===== config.mk =====
export PLATFORM = sky130hd
export DESIGN_NAME = mmio_wb_master
export DESIGN_NICKNAME = d
export VERILOG_FILES = /design/src/rtl/mmio_wb_master.sv
export SDC_FILE = /design/constraint.sdc
export NUM_CORES = 1
export LEC_CHECK = 0
export CAP_MARGIN = 30
export CORE_UTILIZATION = 42
export DETAILED_ROUTE_END_ITERATION = 6
export HOLD_SLACK_MARGIN = 0.06
export PLACE_DENSITY = 0.8
export SETUP_SLACK_MARGIN = 0.05
export SLEW_MARGIN = 20
export SYNTH_ARGS = -nofsm -noshare
export SYNTH_HDL_FRONTEND = slang
export SYNTH_SLANG_ARGS = --single-unit

===== constraint.sdc =====
create_clock -name CLK_I -period 2.3 [get_ports CLK_I]
set_input_delay 0.46 -clock CLK_I [delete_from_list [all_inputs] [get_ports CLK_I]]
set_output_delay 0.46 -clock CLK_I [all_outputs]
set_load 0.05 [all_outputs]

===== src/rtl/mmio_wb_master.sv =====
// mmio_wb_master
// Single-outstanding Wishbone classic master. Each accepted command on the
// valid/ready command stream becomes exactly one bus cycle toward the MMIO
// slave port. The result comes back as one response beat. A watchdog aborts
// any cycle that is not acknowledged within TIMEOUT cycles.
//
// Ports
//   CLK_I, RST_I           clock (rising edge), async active-low reset
//   cmd_valid/cmd_ready    command handshake
//   cmd_we/addr/wdata      command payload
//   rsp_valid/rsp_ready    response handshake
//   rsp_rdata, rsp_err     read data (0 for writes/errors), timeout flag
//   err_cnt                saturating count of watchdog aborts
//   ADDR_O, DAT_O, WE_O    bus address / write data / write enable
//   CYC_O, STB_O           bus cycle and strobe (always equal)
//   DAT_I, ACK_I           bus read data and slave acknowledge
//
// state | meaning
// ------+-----------------------------------------------
// IDLE  | ready for a command
// BUS   | bus cycle in flight, waiting for ACK_I or timeout
// RESP  | response held until rsp_ready
module mmio_wb_master #(
    parameter int ADDR_W  = 21,
    parameter int DATA_W  = 32,
    parameter int TIMEOUT = 255
) (
    input  logic              CLK_I,
    input  logic              RST_I,
    input  logic              cmd_valid,
    output logic              cmd_ready,
    input  logic              cmd_we,
    input  logic [ADDR_W-1:0] cmd_addr,
    input  logic [DATA_W-1:0] cmd_wdata,
    output logic              rsp_valid,
    input  logic              rsp_ready,
    output logic [DATA_W-1:0] rsp_rdata,
    output logic              rsp_err,
    output logic [7:0]        err_cnt,
    output logic [ADDR_W-1:0] ADDR_O,
    output logic [DATA_W-1:0] DAT_O,
    input  logic [DATA_W-1:0] DAT_I,
    output logic              CYC_O,
    output logic              STB_O,
    output logic              WE_O,
    input  logic              ACK_I
);

    localparam int CW      = (TIMEOUT < 1) ? 1 : $clog2(TIMEOUT + 1);
    localparam int LAST_I  = (TIMEOUT > 0) ? TIMEOUT - 1 : 0;
    localparam logic [CW-1:0] WD_LAST = CW'(LAST_I);

    typedef enum logic [1:0] {
        IDLE = 2'd0,
        BUS  = 2'd1,
        RESP = 2'd2
    } state_t;

    state_t            state, state_nx;
    logic [CW-1:0]     wd_cnt, wd_cnt_nx;
    logic              cmd_ready_nx;
    logic              rsp_valid_nx;
    logic [DATA_W-1:0] rsp_rdata_nx;
    logic              rsp_err_nx;
    logic [7:0]        err_cnt_nx;
    logic [ADDR_W-1:0] addr_nx;
    logic [DATA_W-1:0] dat_nx;
    logic              cyc_nx;
    logic              we_nx;
    logic              wd_hit;

    // Watchdog fires on the last allowed cycle; TIMEOUT=0 never fires.
    assign wd_hit = (TIMEOUT != 0) && (wd_cnt == WD_LAST);

    always_ff @(posedge CLK_I or negedge RST_I) begin
        if (!RST_I) begin
            state     <= IDLE;
            wd_cnt    <= '0;
            cmd_ready <= 1'b1;
            rsp_valid <= 1'b0;
            rsp_rdata <= '0;
            rsp_err   <= 1'b0;
            err_cnt   <= '0;
            ADDR_O    <= '0;
            DAT_O     <= '0;
            CYC_O     <= 1'b0;
            STB_O     <= 1'b0;
            WE_O      <= 1'b0;
        end else begin
            state     <= state_nx;
            wd_cnt    <= wd_cnt_nx;
            cmd_ready <= cmd_ready_nx;
            rsp_valid <= rsp_valid_nx;
            rsp_rdata <= rsp_rdata_nx;
            rsp_err   <= rsp_err_nx;
            err_cnt   <= err_cnt_nx;
            ADDR_O    <= addr_nx;
            DAT_O     <= dat_nx;
            CYC_O     <= cyc_nx;
            STB_O     <= cyc_nx;
            WE_O      <= we_nx;
        end
    end

    always_comb begin
        state_nx     = state;
        wd_cnt_nx    = wd_cnt;
        rsp_valid_nx = rsp_valid;
        rsp_rdata_nx = rsp_rdata;
        rsp_err_nx   = rsp_err;
        err_cnt_nx   = err_cnt;
        addr_nx      = ADDR_O;
        dat_nx       = DAT_O;
        cyc_nx       = CYC_O;
        we_nx        = WE_O;

        case (state)
            IDLE: begin
                if (cmd_valid) begin
                    addr_nx   = cmd_addr;
                    dat_nx    = cmd_wdata;
                    we_nx     = cmd_we;
                    cyc_nx    = 1'b1;
                    wd_cnt_nx = '0;
                    state_nx  = BUS;
                end
            end
            BUS: begin
                // ACK wins over a watchdog hit in the same cycle.
                if (ACK_I) begin
                    cyc_nx       = 1'b0;
                    we_nx        = 1'b0;
                    rsp_rdata_nx = WE_O ? '0 : DAT_I;
                    rsp_err_nx   = 1'b0;
                    rsp_valid_nx = 1'b1;
                    state_nx     = RESP;
                end else if (wd_hit) begin
                    cyc_nx       = 1'b0;
                    we_nx        = 1'b0;
                    rsp_rdata_nx = '0;
                    rsp_err_nx   = 1'b1;
                    rsp_valid_nx = 1'b1;
                    if (err_cnt != 8'hFF) begin
                        err_cnt_nx = err_cnt + 8'd1;
                    end
                    state_nx     = RESP;
                end else begin
                    wd_cnt_nx = wd_cnt + 1'b1;
                end
            end
            RESP: begin
                if (rsp_ready) begin
                    rsp_valid_nx = 1'b0;
                    rsp_err_nx   = 1'b0;
                    state_nx     = IDLE;
                end
            end
            default: begin
                state_nx = IDLE;
                cyc_nx   = 1'b0;
                we_nx    = 1'b0;
            end
        endcase

        // cmd_ready is registered, so it reflects the state being entered.
        cmd_ready_nx = (state_nx == IDLE);
    end

endmodule


==> impl_metrics.ini, run 1 <==
[outcome]
outcome = finished clean

[setup_path]
cpPeakStageDelay_ns = 0.80
worstSetupEndpointType = primary output
worstPathArrival_ns = 1.67
crit_path_cell_trace = clkdlybuf4s50_1
r2r_cells = 6
path_buf_inv = 1
reg2reg_to = err_cnt[6]
cpMaxStageDelayCell = clkdlybuf4s50_1
start_kind = flip-flop
crit_family = buffers and inverters
rrSetupSlack_ns = 0.29
criticalPathCategory = reg2out
cp_data_required_time_ns = 1.84
timing.rr.start = wd_cnt[0]
critical_path.max_fanout = 1

[sta]
tightest_slew_ns = 0.542
fin_crit_sh_pct = 92.4
setup_viol_count_final = 0
rsz0062_at_grt = no
hold_violations = 0
fin_skew_ns = 0.0154
timing.final.ws_setup_ns = 0.174
maxSlewHeadroom_pct = 63.8
timing.fmax_mhz = 470
fin_tns_setup_ns = 0
fin_crit_ns = 2.13
slew_viol_final = 0

[cells_and_area]
final-seq-area_um2 = 2700
design_area_um2 = 6540
stdcell_count = 740
fill_cells = 793
antenna_cells = 0
synthToLayoutAreaGrowth_pct = 51.9
nNetsFinal = 696
final_layout_size_suffix_gt1_share_pct = 6.43
multi_input_area_um2 = 1470

[detailed_routing]
routed_via_density = 4.94
wl_per_cell_um = 14.6
wl_um = 10800
drt_first_pass_iters = 4
ant_nets = 0
routed-via-count = 3654
drc = 0
drt_iter0_drc = 89

[synthesis]
yosys_warnings = 0
synth.top_cell.area_share_pct = 62.2
yosysMostFrequentCell = nand2_1
yosysTopAreaCell = dfrtp_1
async_flop_share_pct = 100
synth_edf_count = 0
synth_cells = 414
synth_commonest_cells = nand2_1 (171), dfrtp_1 (107), a22o_1 (32), buf_2 (14), nor2_1 (9)
synth_seq_area_share_pct = 62.8
synth_top_flop_cell = dfrtp_1
syn_area_um2 = 4300
syn_nets = 508
ys_ff_latch = 108
avgSynthCellArea_um2 = 10.4
synth_area_leaders = dfrtp_1 (62%), nand2_1 (15%), a22o_1 (6.5%)
synthDistinctLibCells = 43

[placement]
dp_slack_ns = 0.0825
dp_cells = 723
placed_area_um2 = 6350
io_buffers = 189
hpwl_um = 7940
gp_congestion = 0.810

[power_and_ir_drop]
p_leak_uw = 0.00304
swShare_pct = 49.1
seq_power_share_pct = 31.6
p_total_uw = 9830
clkPwrFrac_pct = 11.0
power.internal_uw = 5000
power_frac_comb_pct = 57.4
p_sw_uw = 4830
peakVddDrop_uv = 1000
p_per_area_nw_per_um2 = 1500

[floorplan]
start_util_pct = 43.6
rows = 36
ios = 190
coreArea_um2 = 9860
dieHeight_um = 103
dieArea_um2 = 10700
dieWidth_um = 103

[flow_run]
max-cap-violations = 0

[global_routing]
antenna_found_initial = 0
grt-ovfl-total = 0
grt_first_pass_wirelength_um = 17100
grt_pass1_vias = 3631
grt_max_degree = 56
grt_usage_pct = 20.8

[clocking]
clockBufferDepth = 2
cts_tree = built
cts_buffers = 9
clock_latency_ns = 0.36
cts.sinks = 108
root_buffer = clkbuf_8
post_cts_resized = 0
cts_setup_buffers = 0
path_clk_slew_ns = 0.09
h-tree-depth = 3

[min_path]
min_path_cells = 2
worst_hold_path.endpoint = DAT_O[4]
hold_path_class = reg2reg
min_from = DAT_O[4]
## placed cells by master, fill, tap and decap left out, drive strengths merged, types with 3 or more instances in the layout
cell           Yosys  layout
a21oi              3       3
a22o              32      32
buf               17      11
clkbuf             6      11
clkdlybuf4s50      0     188
dfrtp            107     107
ha                 3       3
inv                4       7
mux2i              4       4
nand2            171     171
nand3              9       9
nand4              4       4
nor2              10      10
nor3               6       6
o21ai             10      10
xor2               5       5
## kinds of logic after synthesis
kind of cell | count (synthesis) | synth area share [%]
XOR/XNOR | 5 | 1.02
multiplexers | 6 | 1.45
AO/OA/AOI/OAI | 51 | 9.30
flip-flops | 108 | 62.8
buffers and inverters | 27 | 3.11
AND/OR/NAND/NOR | 214 | 21.4
adder cells (fa/ha/maj) | 3 | 0.872
## through the flow
step	hold WS (ns)	util, %
4_1_cts	0.486	66.3
2_1_floorplan	0.164	-
5_1_grt	0.514	66.3
3_5_place_dp	0.420	64.3
3_3_place_gp	0.415	64.3
6_report	0.480	66.3
## power groups by stage
stage | sequential, uW | clock [uW] | combinational (uW)
floorplan | 5600 | 0 | 1210
global placement | 3110 | 0 | 5600
detailed placement | 3140 | 0 | 5680
CTS | 3110 | 1120 | 5700
global route | 3220 | 1190 | 5970
finish | 3110 | 1080 | 5640
## layer usage
layer | part of all wire (%) | vias up | global-route usage (%)
li1 | - | 1742 | -
met1 | 40 | 1759 | 24.1
met2 | 49 | 141 | 36.5
met3 | 9.1 | 12 | 6.45
met4 | 1.6 | 0 | 7.37
met5 | 0 | - | 0
## layout make-up
cell class,count,share of cell area [%]
Sequential cell,108,41.3
Clock inverter,5,0.650
Tap cell,133,2.54
Timing Repair Buffer,200,30.6
Inverter,4,0.230
Clock buffer,11,2.16
Multi-Input combinational cell,279,22.5
## registers in the layout, indices dropped and copies added, names as in the netlist
name,count
rsp_rdata,32
wd_cnt,8
err_cnt,8
ADDR_O,21
WE_O,1
STB_O,1
cmd_ready,1
rsp_valid,1
state,2
rsp_err,1
DAT_O,32
## worst max path at each step
stage	cells after the start	from	slack (ns)	endpoint
2_1_floorplan	5	err_cnt[0]	0.40	err_cnt[1]
3_3_place_gp	5	ACK_I	0.19	wd_cnt[7]
3_5_place_dp	5	ACK_I	0.08	err_cnt[6]
4_1_cts	1	cmd_ready	0.15	cmd_ready
5_1_grt	1	cmd_ready	0.12	cmd_ready
6_report	1	cmd_ready	0.17	cmd_ready
## repair_timing
action,CTS,global route
setup endpoints to repair,0,0
endpoints found under the hold margin,29,0
hold buffers,1,0
Power figures use the tool's default switching activity.
==> run 2, diff against run 1 <==
==> constraint.sdc (replaced) <==
create_clock -name CLK_I -period 2.3 [get_ports CLK_I]
set_input_delay 0.575 -clock CLK_I [delete_from_list [all_inputs] [get_ports CLK_I]]
set_output_delay 0.575 -clock CLK_I [all_outputs]
set_load 0.05 [all_outputs]
==> impl_metrics.ini, run 2 (synthesis results as in run 1) <==
[outcome]
outcome = finished clean

[detailed_routing]
wl_um = 11000
ant_nets = 0
routed-via-count = 3652
routed_via_density = 4.93
drt_iter0_drc = 122
drt_first_pass_iters = 4
drc = 0
wl_per_cell_um = 14.9

[clocking]
cts.sinks = 108
path_clk_slew_ns = 0.09
root_buffer = clkbuf_8
cts_buffers = 9
cts_tree = built
cts_setup_buffers = 0
clock_latency_ns = 0.37
clockBufferDepth = 2
h-tree-depth = 3

[placement]
hpwl_um = 8000
gp_congestion = 0.805
dp_cells = 725
io_buffers = 189
placed_area_um2 = 6400

[cells_and_area]
nNetsFinal = 697
stdcell_count = 741
antenna_cells = 0
reg.largest.list = DAT_O x32, rsp_rdata x32, ADDR_O x21
fill_cells = 726
finish.utilization_pct = 67.1
final_layout_size_suffix_gt1_share_pct = 6.74
final_cell_mix = clkdlybuf4s50_1 (182), nand2_1 (171), dfrtp_1 (107), a22o_1 (32), clkbuf_8 (12)
design_area_um2 = 6620
layout.cells.most_common = clkdlybuf4s50_1
synthToLayoutAreaGrowth_pct = 53.8

[setup_path]
critical_path.max_fanout = 4
timing.rr.start = wd_cnt[0]
path_buf_inv = 1
start_kind = flip-flop
path_depth = 1
rrSetupSlack_ns = 0.48
cpMaxStageDelayCell = clkdlybuf4s50_1
cpPeakStageDelay_ns = 0.83
cp_data_required_time_ns = 1.73
criticalPathCategory = reg2out
worstPathArrival_ns = 1.61
crit_path_cell_trace = clkdlybuf4s50_1
worstSetupEndpointType = primary output
reg2reg_to = err_cnt[5]
crit_family = buffers and inverters
r2r_cells = 7

[sta]
timing.fmax_mhz = 457
rsz0062_at_grt = no
fin_crit_sh_pct = 95.1
fin_crit_ns = 2.19
fin_skew_ns = 0.00748
slew_viol_final = 0
tightest_slew_ns = 0.552
hold_violations = 0
setup_viol_count_final = 0
maxSlewHeadroom_pct = 63.1
fin_tns_setup_ns = 0

[global_routing]
grt_first_pass_wirelength_um = 16900
grt_max_degree = 45
grt-ovfl-total = 0
antenna_found_initial = 0
use_met3_pct = 7.06
busiest_layer = met2
grt_usage_pct = 21.1
met1_usage_pct = 24.3
grtUsageMet2_pct = 36.2
grt_pass1_vias = 3500

[floorplan]
dieArea_um2 = 10700
rows = 36
dieWidth_um = 103
ios = 190
coreArea_um2 = 9860
dieHeight_um = 103
start_util_pct = 43.6

[power_and_ir_drop]
peakVddDrop_uv = 844
p_leak_uw = 0.00316
p_per_area_nw_per_um2 = 1510

[min_path]
hold_path_class = in2async

[flow_run]
max-cap-violations = 0
-- run 2: cell types whose count changed in the layout (fill, tap and decap cells not counted) --
cell / previous run / this run
inv_8: 1 / 0
dlygate4sd3_1: 1 / 0
dlymetal6s2s_1: 0 / 4
buf_12: 2 / 5
clkbuf_8: 10 / 12
dlygate4sd2_1: 0 / 2
bufinv_16: 0 / 1
buf_4: 9 / 8
inv_6: 2 / 0
clkdlybuf4s50_1: 188 / 182
-- run 2: timing repair --
action	CTS	global route
hold buffers	0	0
gates resized for setup	2	4
endpoints found under the setup margin	2	4
-- run 2: report_power, final --
group / switching, uW / internal (uW)
registers: 460 / 2660
clock network: 614 / 594
logic: 3740 / 1930
total: 4820 / 5180
-- run 2: how the worst max path moves through the flow --
stage	start	endpoint
3_3_place_gp	ACK_I	wd_cnt[7]
2_1_floorplan	err_cnt[0]	err_cnt[1]
3_5_place_dp	ACK_I	wd_cnt[7]
6_report	STB_O	STB_O
5_1_grt	STB_O	CYC_O
4_1_cts	err_cnt[0]	err_cnt[0]
-- run 2: through the flow --
stage | setup WS [ns] | total power (uW) | hold WS (ns)
final | 0.113 | 10000 | 0.172
after detailed placement | 0.0836 | 8870 | 0.461
after CTS | 0.0516 | 10100 | 0.169
after global placement | 0.145 | 8740 | 0.456
after floorplan | 0.396 | 6810 | 0.279
after global routing | 0.0506 | 10600 | 0.182
-- run 2: layout make-up --
type | count | area, um^2 | area share [%]
clock inverter | 3 | 43.8 | 0.662
timing repair buffer | 201 | 2050 | 31.0
clock buffer | 13 | 169 | 2.55
multi-input combinational | 279 | 1470 | 22.2
tap | 133 | 166 | 2.51
sequential | 108 | 2700 | 40.9
inverter | 4 | 15.0 | 0.227
-- run 2: metal layers --
layer / part of all wire, % / wire length, um / up-vias
met2: 48 / 5320 / 135
met4: 1.6 / 175 / 0
li1: - / - / 1746
met3: 9.1 / 999 / 13
met5: 0 / 0 / -
met1: 41 / 4510 / 1758
==> run 3, diff against run 2 <==
CORE_UTILIZATION = 45   (was 42)
DONT_BUFFER_PORTS = 1   (was default)
PLACE_DENSITY = default   (was 0.8)
==> impl_metrics.ini, run 3 (synthesis results as in run 1) <==
[sta]
hold_violations = 107
tightest_slew_ns = 0.566
fin_crit_ns = 1.83
fin_tns_setup_ns = 0
fin_crit_sh_pct = 79.4
slew_viol_final = 0
setup_viol_count_final = 0
fin_skew_ns = 0.0103
timing.fmax_mhz = 548
maxSlewHeadroom_pct = 62.3
rsz0062_at_grt = no
worst_hold_slack_ns = -0.102

[cells_and_area]
layout.cells.most_common = nand2_1
final_layout_size_suffix_gt1_share_pct = 10.4
nNetsFinal = 511
antenna_cells = 0
fill_cells = 856
stdcell_count = 551
synthToLayoutAreaGrowth_pct = 9.04
reg.largest.list = DAT_O x32, rsp_rdata x32, ADDR_O x21
final_cell_mix = nand2_1 (171), dfrtp_1 (107), a22o_1 (32), buf_4 (14)

[min_path]
hold_path_class = in2async

[power_and_ir_drop]
p_leak_uw = 0.00235
p_per_area_nw_per_um2 = 1770
peakVddDrop_uv = 752

[setup_path]
r2r_cells = 6
criticalPathCategory = reg2reg
cp_data_required_time_ns = 2.54
rrSetupSlack_ns = 0.47
path_buf_inv = 1
crit_path_cell_trace = inv_1 -> ha_1 -> and3_1 -> nand3_2 -> nor3_1 -> mux2_1
critical_path.max_fanout = 7
start_kind = flip-flop
cpPeakStageDelay_ns = 0.44
worstSetupEndpointType = flip-flop
path_depth = 6
crit_family = simple AND/OR/NAND/NOR gates
worstPathArrival_ns = 2.07
cpMaxStageDelayCell = dfrtp_1

[clocking]
post_cts_resized = 0
cts_buffers = 9
root_buffer = clkbuf_8
path_clk_slew_ns = 0.10
cts.sinks = 108
clock_latency_ns = 0.36
cts_tree = built
clockBufferDepth = 2
h-tree-depth = 3

[global_routing]
grt_first_pass_wirelength_um = 13400
grt_max_degree = 109
grt_usage_pct = 17.2
grt_pass1_vias = 2762
antenna_found_initial = 0
grt-ovfl-total = 0

[detailed_routing]
wl_um = 8440
drc = 0
drt_first_pass_iters = 4
drt_iter0_drc = 87
routed_via_density = 5.09
wl_per_cell_um = 15.3
ant_nets = 0
routed-via-count = 2804

[placement]
io_buffers = 0
hpwl_um = 5800
gp_congestion = 0.790
dp_cells = 535

[flow_run]
max-cap-violations = 0

[outcome]
violations = negative hold slack
outcome = finished with violations

[floorplan]
dieHeight_um = 99.8
rows = 35
dieWidth_um = 99.8
dieArea_um2 = 9960
coreArea_um2 = 9240
ios = 190
start_util_pct = 46.6
==> run 3: area by class of cell <==
type | instances | area, um^2 | share of cell area, %
repair buffers | 15 | 125 | 2.67
inverters | 4 | 15.0 | 0.320
well taps | 129 | 161 | 3.44
multi-input cells | 279 | 1470 | 31.4
clock inverters | 7 | 92.6 | 1.97
clock buffers | 9 | 124 | 2.64
flip-flops and latches | 108 | 2700 | 57.6
==> run 3: per-stage QoR <==
| stage | worst slack [ns] | power, uW | area, um^2 | util, % |
|---|---|---|---|---|
| after floorplan | 0.396 | 6810 | 4300 | - |
| after global placement | 0.530 | 7130 | 4480 | 48.4 |
| final | 0.475 | 8300 | 4690 | 50.8 |
| after CTS | 0.446 | 8410 | 4690 | 50.8 |
| after detailed placement | 0.464 | 7190 | 4480 | 48.4 |
| after global routing | 0.299 | 8770 | 4690 | 50.8 |
==> run 3: path summary, 6_finish.rpt <==
path                            startpoint    endpoint
worst max-delay path             wd_cnt[0]  err_cnt[6]
worst min-delay path                 RST_I  err_cnt[3]
worst max register to register   wd_cnt[0]  err_cnt[6]
worst min register to register       STB_O       STB_O
max in group asynchronous            RST_I   cmd_ready
min in group CLK_I               cmd_valid   cmd_ready
==> run 3: power by group <==
group,switching [uW],internal (uW)
sequential,3090,2610
combinational,807,597
clock,662,532
==> run 3: what timing repair did <==
item	4_1_cts	5_1_grt
setup buffers	0	0
hold endpoints to repair	108	108
setup endpoints to repair	0	0
==> run 3: per-layer routing <==
metal	up-vias	track usage, %	wire [um]
li1	1367	-	-
met3	14	6.06	746
met2	129	26.9	3830
met4	0	8.03	161
met5	-	0	0
met1	1294	21.4	3710
==> run 3: worst reg2reg max path, cell delays in order (launching register included) <==
cell and delay (ns):
dfrtp_1 0.44, inv_1 0.08, ha_1 0.16, and3_1 0.26
nand3_2 0.20, nor3_1 0.24, mux2_1 0.33
